`config.mk`:
```
export PLATFORM = sky130hd
export DESIGN_NAME = logic_bist_controller
export DESIGN_NICKNAME = d
export VERILOG_FILES = /design/src/rtl/logic_bist_controller.sv
export SDC_FILE = /design/constraint.sdc
export NUM_CORES = 1
export LEC_CHECK = 0
export ABC_CLOCK_PERIOD_IN_PS = 1750
export CAP_MARGIN = 25
export CORE_MARGIN = 5
export CORE_UTILIZATION = 56
export CTS_CLUSTER_DIAMETER = 150
export DETAILED_ROUTE_END_ITERATION = 10
export DONT_BUFFER_PORTS = 1
export PLACE_DENSITY_LB_ADDON = 0.12
export RECOVER_POWER = 100
export SLEW_MARGIN = 5
export SYNTH_ARGS = -nofsm -noshare
export SYNTH_HDL_FRONTEND = slang
export SYNTH_SLANG_ARGS = --single-unit
```
`constraint.sdc`:
```
create_clock -name clk -period 1.75 [get_ports clk]
set_clock_uncertainty 0.05 [all_clocks]
set_input_delay 0.35 -clock clk [delete_from_list [all_inputs] [get_ports clk]]
set_output_delay 0.35 -clock clk [all_outputs]
set_load 0.01 [all_outputs]
```
`src/rtl/logic_bist_controller.sv`:
```
// Logic BIST engine: a Galois LFSR feeds the scan chains and a Galois MISR
// compacts what comes back. Runs PATTERN_COUNT load/capture rounds, then
// a final unload, and reports a pass/fail signature against a golden value.
module logic_bist_controller #(
    parameter int unsigned           CHAIN_COUNT   = 3,
    parameter int unsigned           CHAIN_LENGTH  = 64,
    parameter int unsigned           PATTERN_COUNT = 256,
    parameter int unsigned           LFSR_WIDTH    = 16,
    parameter logic [LFSR_WIDTH-1:0] LFSR_SEED     = 16'hACE1,
    parameter logic [LFSR_WIDTH-1:0] LFSR_POLY     = 16'hB400,
    parameter int unsigned           MISR_WIDTH    = 16,
    parameter logic [MISR_WIDTH-1:0] MISR_POLY     = 16'hB400
) (
    input  logic                   clk,
    input  logic                   reset,
    input  logic                   bist_start,
    input  logic                   bist_abort,
    input  logic [MISR_WIDTH-1:0]  expected_signature,
    output logic                   SE,
    output logic [CHAIN_COUNT-1:0] SI,
    input  logic [CHAIN_COUNT-1:0] SO,
    output logic                   bist_busy,
    output logic                   bist_done,
    output logic                   bist_pass,
    output logic [MISR_WIDTH-1:0]  signature
);

    localparam int unsigned SCW = $clog2(CHAIN_LENGTH + 1);
    localparam int unsigned PCW = $clog2(PATTERN_COUNT + 1);
    localparam logic [SCW-1:0] SHIFT_LAST = SCW'(CHAIN_LENGTH - 1);
    localparam logic [PCW-1:0] PAT_LAST   = PCW'(PATTERN_COUNT);

    typedef enum logic [2:0] {
        S_IDLE,
        S_SHIFT,
        S_CAPTURE,
        S_UNLOAD,
        S_DONE
    } state_t;

    state_t                  state, state_next;
    logic [LFSR_WIDTH-1:0]   lfsr, lfsr_next;
    logic [MISR_WIDTH-1:0]   misr, misr_next, so_ext;
    logic [SCW-1:0]          shift_cnt;
    logic [PCW-1:0]          pat_cnt, pat_cnt_inc;
    logic                    first_load;
    logic                    pass_q;

    logic start_run, lfsr_step, misr_step, shift_inc, shift_clr, pat_inc, pass_load;

    // Galois step of both registers; SO enters the MISR at bit 0 upward
    always_comb begin
        so_ext = '0;
        so_ext[CHAIN_COUNT-1:0] = SO;
        lfsr_next = lfsr[0] ? ((lfsr >> 1) ^ LFSR_POLY) : (lfsr >> 1);
        misr_next = (misr[0] ? ((misr >> 1) ^ MISR_POLY) : (misr >> 1)) ^ so_ext;
        pat_cnt_inc = pat_cnt + PCW'(1);
    end

    // State register
    always_ff @(posedge clk) begin
        if (reset) state <= S_IDLE;
        else       state <= state_next;
    end

    // Next-state and datapath controls; abort overrides everything
    always_comb begin
        state_next = state;
        start_run  = 1'b0;
        lfsr_step  = 1'b0;
        misr_step  = 1'b0;
        shift_inc  = 1'b0;
        shift_clr  = 1'b0;
        pat_inc    = 1'b0;
        pass_load  = 1'b0;
        case (state)
            S_IDLE, S_DONE: begin
                if (bist_start) begin
                    state_next = S_SHIFT;
                    start_run  = 1'b1;
                end
            end
            S_SHIFT: begin
                lfsr_step = 1'b1;
                misr_step = !first_load;
                if (shift_cnt == SHIFT_LAST) begin
                    state_next = S_CAPTURE;
                    shift_clr  = 1'b1;
                end else begin
                    shift_inc = 1'b1;
                end
            end
            S_CAPTURE: begin
                pat_inc    = 1'b1;
                state_next = (pat_cnt_inc == PAT_LAST) ? S_UNLOAD : S_SHIFT;
            end
            S_UNLOAD: begin
                misr_step = 1'b1;
                if (shift_cnt == SHIFT_LAST) begin
                    state_next = S_DONE;
                    shift_clr  = 1'b1;
                    pass_load  = 1'b1;
                end else begin
                    shift_inc = 1'b1;
                end
            end
            default: state_next = S_IDLE;
        endcase
        if (bist_abort) begin
            state_next = S_IDLE;
            start_run  = 1'b0;
            lfsr_step  = 1'b0;
            misr_step  = 1'b0;
            shift_inc  = 1'b0;
            shift_clr  = 1'b0;
            pat_inc    = 1'b0;
            pass_load  = 1'b0;
        end
    end

    // LFSR, MISR, counters and pass flag; pass compares the final MISR value
    // as it is written, so it is valid in the first DONE cycle
    always_ff @(posedge clk) begin
        if (reset) begin
            lfsr       <= LFSR_SEED;
            misr       <= '0;
            shift_cnt  <= '0;
            pat_cnt    <= '0;
            first_load <= 1'b0;
            pass_q     <= 1'b0;
        end else if (bist_abort) begin
            pass_q <= 1'b0;
        end else if (start_run) begin
            lfsr       <= LFSR_SEED;
            misr       <= '0;
            shift_cnt  <= '0;
            pat_cnt    <= '0;
            first_load <= 1'b1;
            pass_q     <= 1'b0;
        end else begin
            if (lfsr_step) lfsr <= lfsr_next;
            if (misr_step) misr <= misr_next;
            if (shift_clr)      shift_cnt <= '0;
            else if (shift_inc) shift_cnt <= shift_cnt + SCW'(1);
            if (pat_inc) begin
                pat_cnt    <= pat_cnt_inc;
                first_load <= 1'b0;
            end
            if (pass_load) pass_q <= (misr_next == expected_signature);
        end
    end

    // Outputs decoded from registered state only
    always_comb begin
        SE        = (state == S_SHIFT) || (state == S_UNLOAD);
        SI        = (state == S_SHIFT) ? lfsr[CHAIN_COUNT-1:0] : '0;
        bist_busy = (state == S_SHIFT) || (state == S_CAPTURE) || (state == S_UNLOAD);
        bist_done = (state == S_DONE);
        bist_pass = pass_q;
        signature = misr;
    end

endmodule

```
* Word-level counts from Yosys, hierarchy flattened
Cells that the tools add are included.
** Cells by class
- Equal/unequal tests :: 10
- Muxes and demuxes :: 36
- $add $sub $neg :: 2
- Reduce and logical (&&, ||, !) cells :: 18
- Bitwise operators :: 4
** Operators by type and width (number)
- 16-bit 2-to-1 mux :: 6
- 7-bit 2-to-1 mux :: 3
- 1-bit 2-to-1 mux :: 18
- 9-bit 2-to-1 mux :: 2
- 16-bit == test :: 1
- 16-bit by 3-bit XOR with 16-bit output :: 1
- 3-bit 2-to-1 mux :: 4
- 3-bit one-hot mux with 4 select lines :: 1
- 9-bit by 1-bit adder with 9-bit output, second input constant :: 1
- 9-bit == test, second input constant :: 1
- 3-bit inverter with 4-bit output :: 2
- 2-bit AND reduction :: 4
- 7-bit by 1-bit adder with 7-bit output, second input constant :: 1
- 7-bit by 6-bit == test with 1-bit output, second input constant :: 1
- 3-bit by 2-bit == test with 1-bit output, second input constant :: 2
- 2-bit != test, second input constant :: 3
- 2-bit nonzero test :: 3
- 2-bit OR reduction :: 3
- 3-bit by 1-bit == test with 1-bit output, second input constant :: 1
- 3-bit == test, second input constant :: 1
- 3-bit logical NOT :: 1
- 1-bit logical OR :: 3
- 3-bit AND reduction :: 1
- 3-bit nonzero test :: 1
- 5 further kinds :: 5
** Storage, ports and cells
- Word-level logic and storage cells :: 77
- Input port bits :: 23
- Bits in registers :: 53

* Longest topological paths before layout
- Word-level depth :: 7
- Gate-level depth with buffers :: 7

* Least setup slack after synthesis
No wires, ideal clock.
- Path kind :: register to register
- From :: register state[1]
- To :: register shift_cnt[5]
- Period minus slack after synthesis :: 1.802 ns
- Data required time :: 1.629 ns
- Path slack :: -0.052 ns
- Stages on the path, launching flop included :: 8
- Path buffers :: 2
- Library setup time :: 0.071 ns
- Arrival time :: 1.681 ns
- Path through :: dfxtp_1 -> buf_6 -> or3b_1 -> buf_2 -> a21oi_4 -> nand3_2 -> or3_1 -> a21oi_1
** On the way
- Longest elaborated chain between the ends :: 6
** Ends and longest elaborated chain
- start: declaration :: RTL line 41 : state_t state, state_next;
- start signal: assignment :: RTL line 63 : else state <= state_next;
- 3-bit == test (tied with other cells) :: RTL line 76 : case (state)
- 2-bit OR reduction (on tied branches)
- 1-bit 2-to-1 mux (on tied branches)
- 1-bit 2-to-1 mux :: RTL line 109 : if (bist_abort) begin
- 3-bit nonzero test (no line) or 7-bit 2-to-1 mux (tied branches)
- 2-bit AND reduction (no line) or 7-bit 2-to-1 mux (tied branches)
- end signal: assignment :: RTL line 144 : else if (shift_inc) shift_cnt <= shift_cnt + SCW'(1);
- end: declaration :: RTL line 44 : logic [SCW-1:0] shift_cnt;
Several ways; a longest one is shown, not always the timed one.
A chain may end at the register's enable or synchronous reset.

* Worst setup path in the final report
- From :: register pat_cnt[2]
- To :: register state[1]
** On the way
- Longest elaborated chain between the ends :: 4
** Ends and longest elaborated chain
- start: declaration :: RTL line 45 : logic [PCW-1:0] pat_cnt, pat_cnt_inc;
- start signal: assignment :: RTL line 146 : pat_cnt <= pat_cnt_inc;
- 9-bit by 1-bit adder with 9-bit output :: RTL line 57 : pat_cnt_inc = pat_cnt + PCW'(1);
- 9-bit == test :: RTL line 95 : state_next = (pat_cnt_inc == PAT_LAST) ? S_UNLOAD : S_SHIFT;
- 2-bit 2-to-1 mux :: RTL line 95
- 3-bit one-hot mux with 4 select lines :: RTL line 76
No other way between the ends.

==> results.md <==
- Final hold vios: 0
- WL per Instance: 15.3 um
- Antenna-violating nets left: 0
- Mapped Nets: 334
- Worst slack, placed: 0.0127 ns
- Mapped Cells: 309
- Post-synth EDFFs: 0
- Number of global-route vias before repair: 2,133
- Power Internal: 1.62 mW
- Sink Count: 53
- Largest net degree at the start of global routing: 40
- Drt drc: 0
- Most common cell in the synthesized netlist: dfxtp_1
- DR iter-0 viols: 122
- Worst hold path class: input pin to flip-flop
- Initial core utilization: 58.2%
- DR pass1 iterations: 4
- Post-route setup slack: 0.0576 ns
- Share of the synthesized area in the top cell type: 41.3%
- Lkg Pwr: 1.04 nW
- Worst path required time: 1.94 ns
- Power Total: 2.13 mW
- Filler instances: 393
- Die ar.: 6040 sq um
- Final period util: 96.7%
- Gate power share: 9.2%
- Fin Setup TNS: 0 ns
- Worst-Margin Slew: 0.537 ns
- WL final: 5.85 mm
- Ys flop type: dfxtp_1
- Synth Warn #: 0
- Peak fanout along the critical path: 2
- Row Count: 24
- Antenna violations before repair: 0
- Fin cells: 383
- # port buffers: 0
- GPL Wtd Cong: 0.856
- I/O pin count: 46
- Mapped cell area: 2570 sq um
- Rel. slew slack: 64.1%
- Sequential fraction of the synthesis area: 41.3%
- CP Launch Type: flip-flop
- Async SR Flop Fraction: 0%
- GRT overflow: 0
- Total GRT Usage: 19.6%
- Setup CP Type: flip-flop to flip-flop
- Worst vdd ir: 636 uV
- Die height: 77.7 um
- Chip width: 77.7 um
- Worst setup EP type: flip-flop
- Syn_area_per_cell: 8.32 sq um
- Setup Viol. Count Final: 0
- Sw power: 509 uW
- Clock slew at reported path FFs: 0.09 ns
- Via count: 2,211
- Antenna diodes: 0
- Clk network pwr share: 32.9%
- Final min period: 1.69 ns
- Post-layout nets: 356
- Crit path DAT: 1.88 ns
- RSZ-0062 raised after global routing: true
- Synth top area cells: dfxtp_1 41%, xnor2_1 7.8%, nor2_1 6.0%
- Number of CTS-inserted buffers: 5
- Fmax: 591 MHz
- HPWL after DPL: 4.15 mm
- Switching share of power: 23.9%
- Power per standard cell area: 731 nW/um^2
- Via-per-instance ratio: 5.77
- Yosys reg bits: 53
- Run status: finished, final reports clean
- Root Buffer: clkbuf_8
- Clock Latency Late Sink: 0.31 ns
- CTS tree: yes
- Global-route wire length before repair: 9.83 mm
- Max_cap viols: 0
- Area Growth Syn to Fin: 13.3%
- Clock Path Buffers: 2
- Commonest cells post-synth: 53 x dfxtp_1, 41 x nor2_1, 26 x a21oi_1
- Flop pwr share: 57.9%
- Final Slew Violations: 0
- Fraction of layout instances using a drive strength above 1: 15.1%
- Synth cell types: 45
- H-tree depth: 2
- Largest area contributor in the netlist: dfxtp_1
- Core ar.: 4410 sq um
- Placed Instances: 375
-- power groups by stage --
stage | clock [mW] | sequential [mW] | combinational (mW)
2_1_floorplan | 0 | 1.26 | 0.156
3_3_place_gp | 0 | 1.26 | 0.188
3_5_place_dp | 0 | 1.26 | 0.193
4_1_cts | 0.731 | 1.24 | 0.195
5_1_grt | 0.777 | 1.24 | 0.217
6_report | 0.701 | 1.23 | 0.195
-- cell usage in the layout, fill, tap and decap left out, types with 6 or more instances in the layout --
| cell | n |
|---|---|
| nand3_1 | 22 |
| xnor2_1 | 23 |
| nand2_1 | 22 |
| a21oi_1 | 26 |
| dfxtp_1 | 46 |
| nand2b_1 | 13 |
| a22oi_1 | 10 |
| dfxtp_2 | 6 |
| nor3_1 | 8 |
| clkbuf_1 | 11 |
| clkbuf_8 | 6 |
| buf_4 | 18 |
| nor2_1 | 39 |
| nand4_1 | 6 |
| mux2i_1 | 7 |
| xor2_1 | 7 |
-- layout make-up --
class / instances / area [sq um] / area share [%]
Clock buffer: 6 / 82.6 / 2.84
Clock inverter: 1 / 7.51 / 0.258
Inverter: 4 / 15.0 / 0.516
Multi-Input combinational cell: 236 / 1470 / 50.4
Sequential cell: 53 / 1070 / 36.8
Tap cell: 52 / 65.1 / 2.23
Timing Repair Buffer: 31 / 201 / 6.92
-- worst paths after layout --
path,startpoint,to,slack (ns),depth (start not counted)
worst max-delay path,pat_cnt[2],state[1],0.06,5
worst min-delay path,reset,pat_cnt[0],0.05,1
worst min register to register,lfsr[5],lfsr[5],0.42,2
worst max register to register,pat_cnt[2],state[1],0.06,5
-- metal layers --
layer | vias up | routed length [um] | global-route usage, %
li1 | 1117 | - | -
met1 | 1038 | 2590 | 24.6
met2 | 49 | 2840 | 32.4
met3 | 7 | 350 | 5.56
met4 | 0 | 81 | 6.19
met5 | - | 0 | 0
-- through the flow --
| step | cell area, sq um | utilization [%] | hold WS, ns |
|---|---|---|---|
| final | 2910 | 66.0 | 0.0471 |
| after global routing | 2910 | 66.0 | 0.0288 |
| after CTS | 2900 | 65.7 | 0.0362 |
| after detailed placement | 2800 | 63.5 | 0.377 |
| after global placement | 2800 | 63.5 | 0.374 |
| after floorplan | 2580 | - | 0.389 |
-- state kept, by name, indices dropped and copies added (netlist names) --
name        flops
lfsr           16
bist_pass       1
first_load      1
signature      16
state           3
shift_cnt       7
pat_cnt         9
-- critical path, stage by stage, from the launching register on --
cell	delay, ns
dfxtp_2	0.33
and3_4	0.17
or3_4	0.33
a2111oi_2	0.28
or3b_1	0.37
o21ai_1	0.11
-- logic make-up after synthesis --
| family | after synthesis | share of synthesized area, % |
|---|---|---|
| muxes | 7 | 2.73 |
| adders and majority gates | 2 | 0.974 |
| xor gates and xnor gates | 30 | 10.2 |
| DFF | 53 | 41.3 |
| AOI/OAI and AO/OA | 58 | 14.2 |
| and+or+nand+nor | 139 | 27.2 |
| buffers and inverters | 20 | 3.41 |
-- timing repair --
item,in CTS,in global routing
pin swaps,1,3
buffers inserted,0,1
endpoints found under the hold margin,0,0
setup endpoints to repair,4,17
hold buffers,0,0
resized for setup,2,17
No activity file was read; power rests on OpenSTA's default activity.
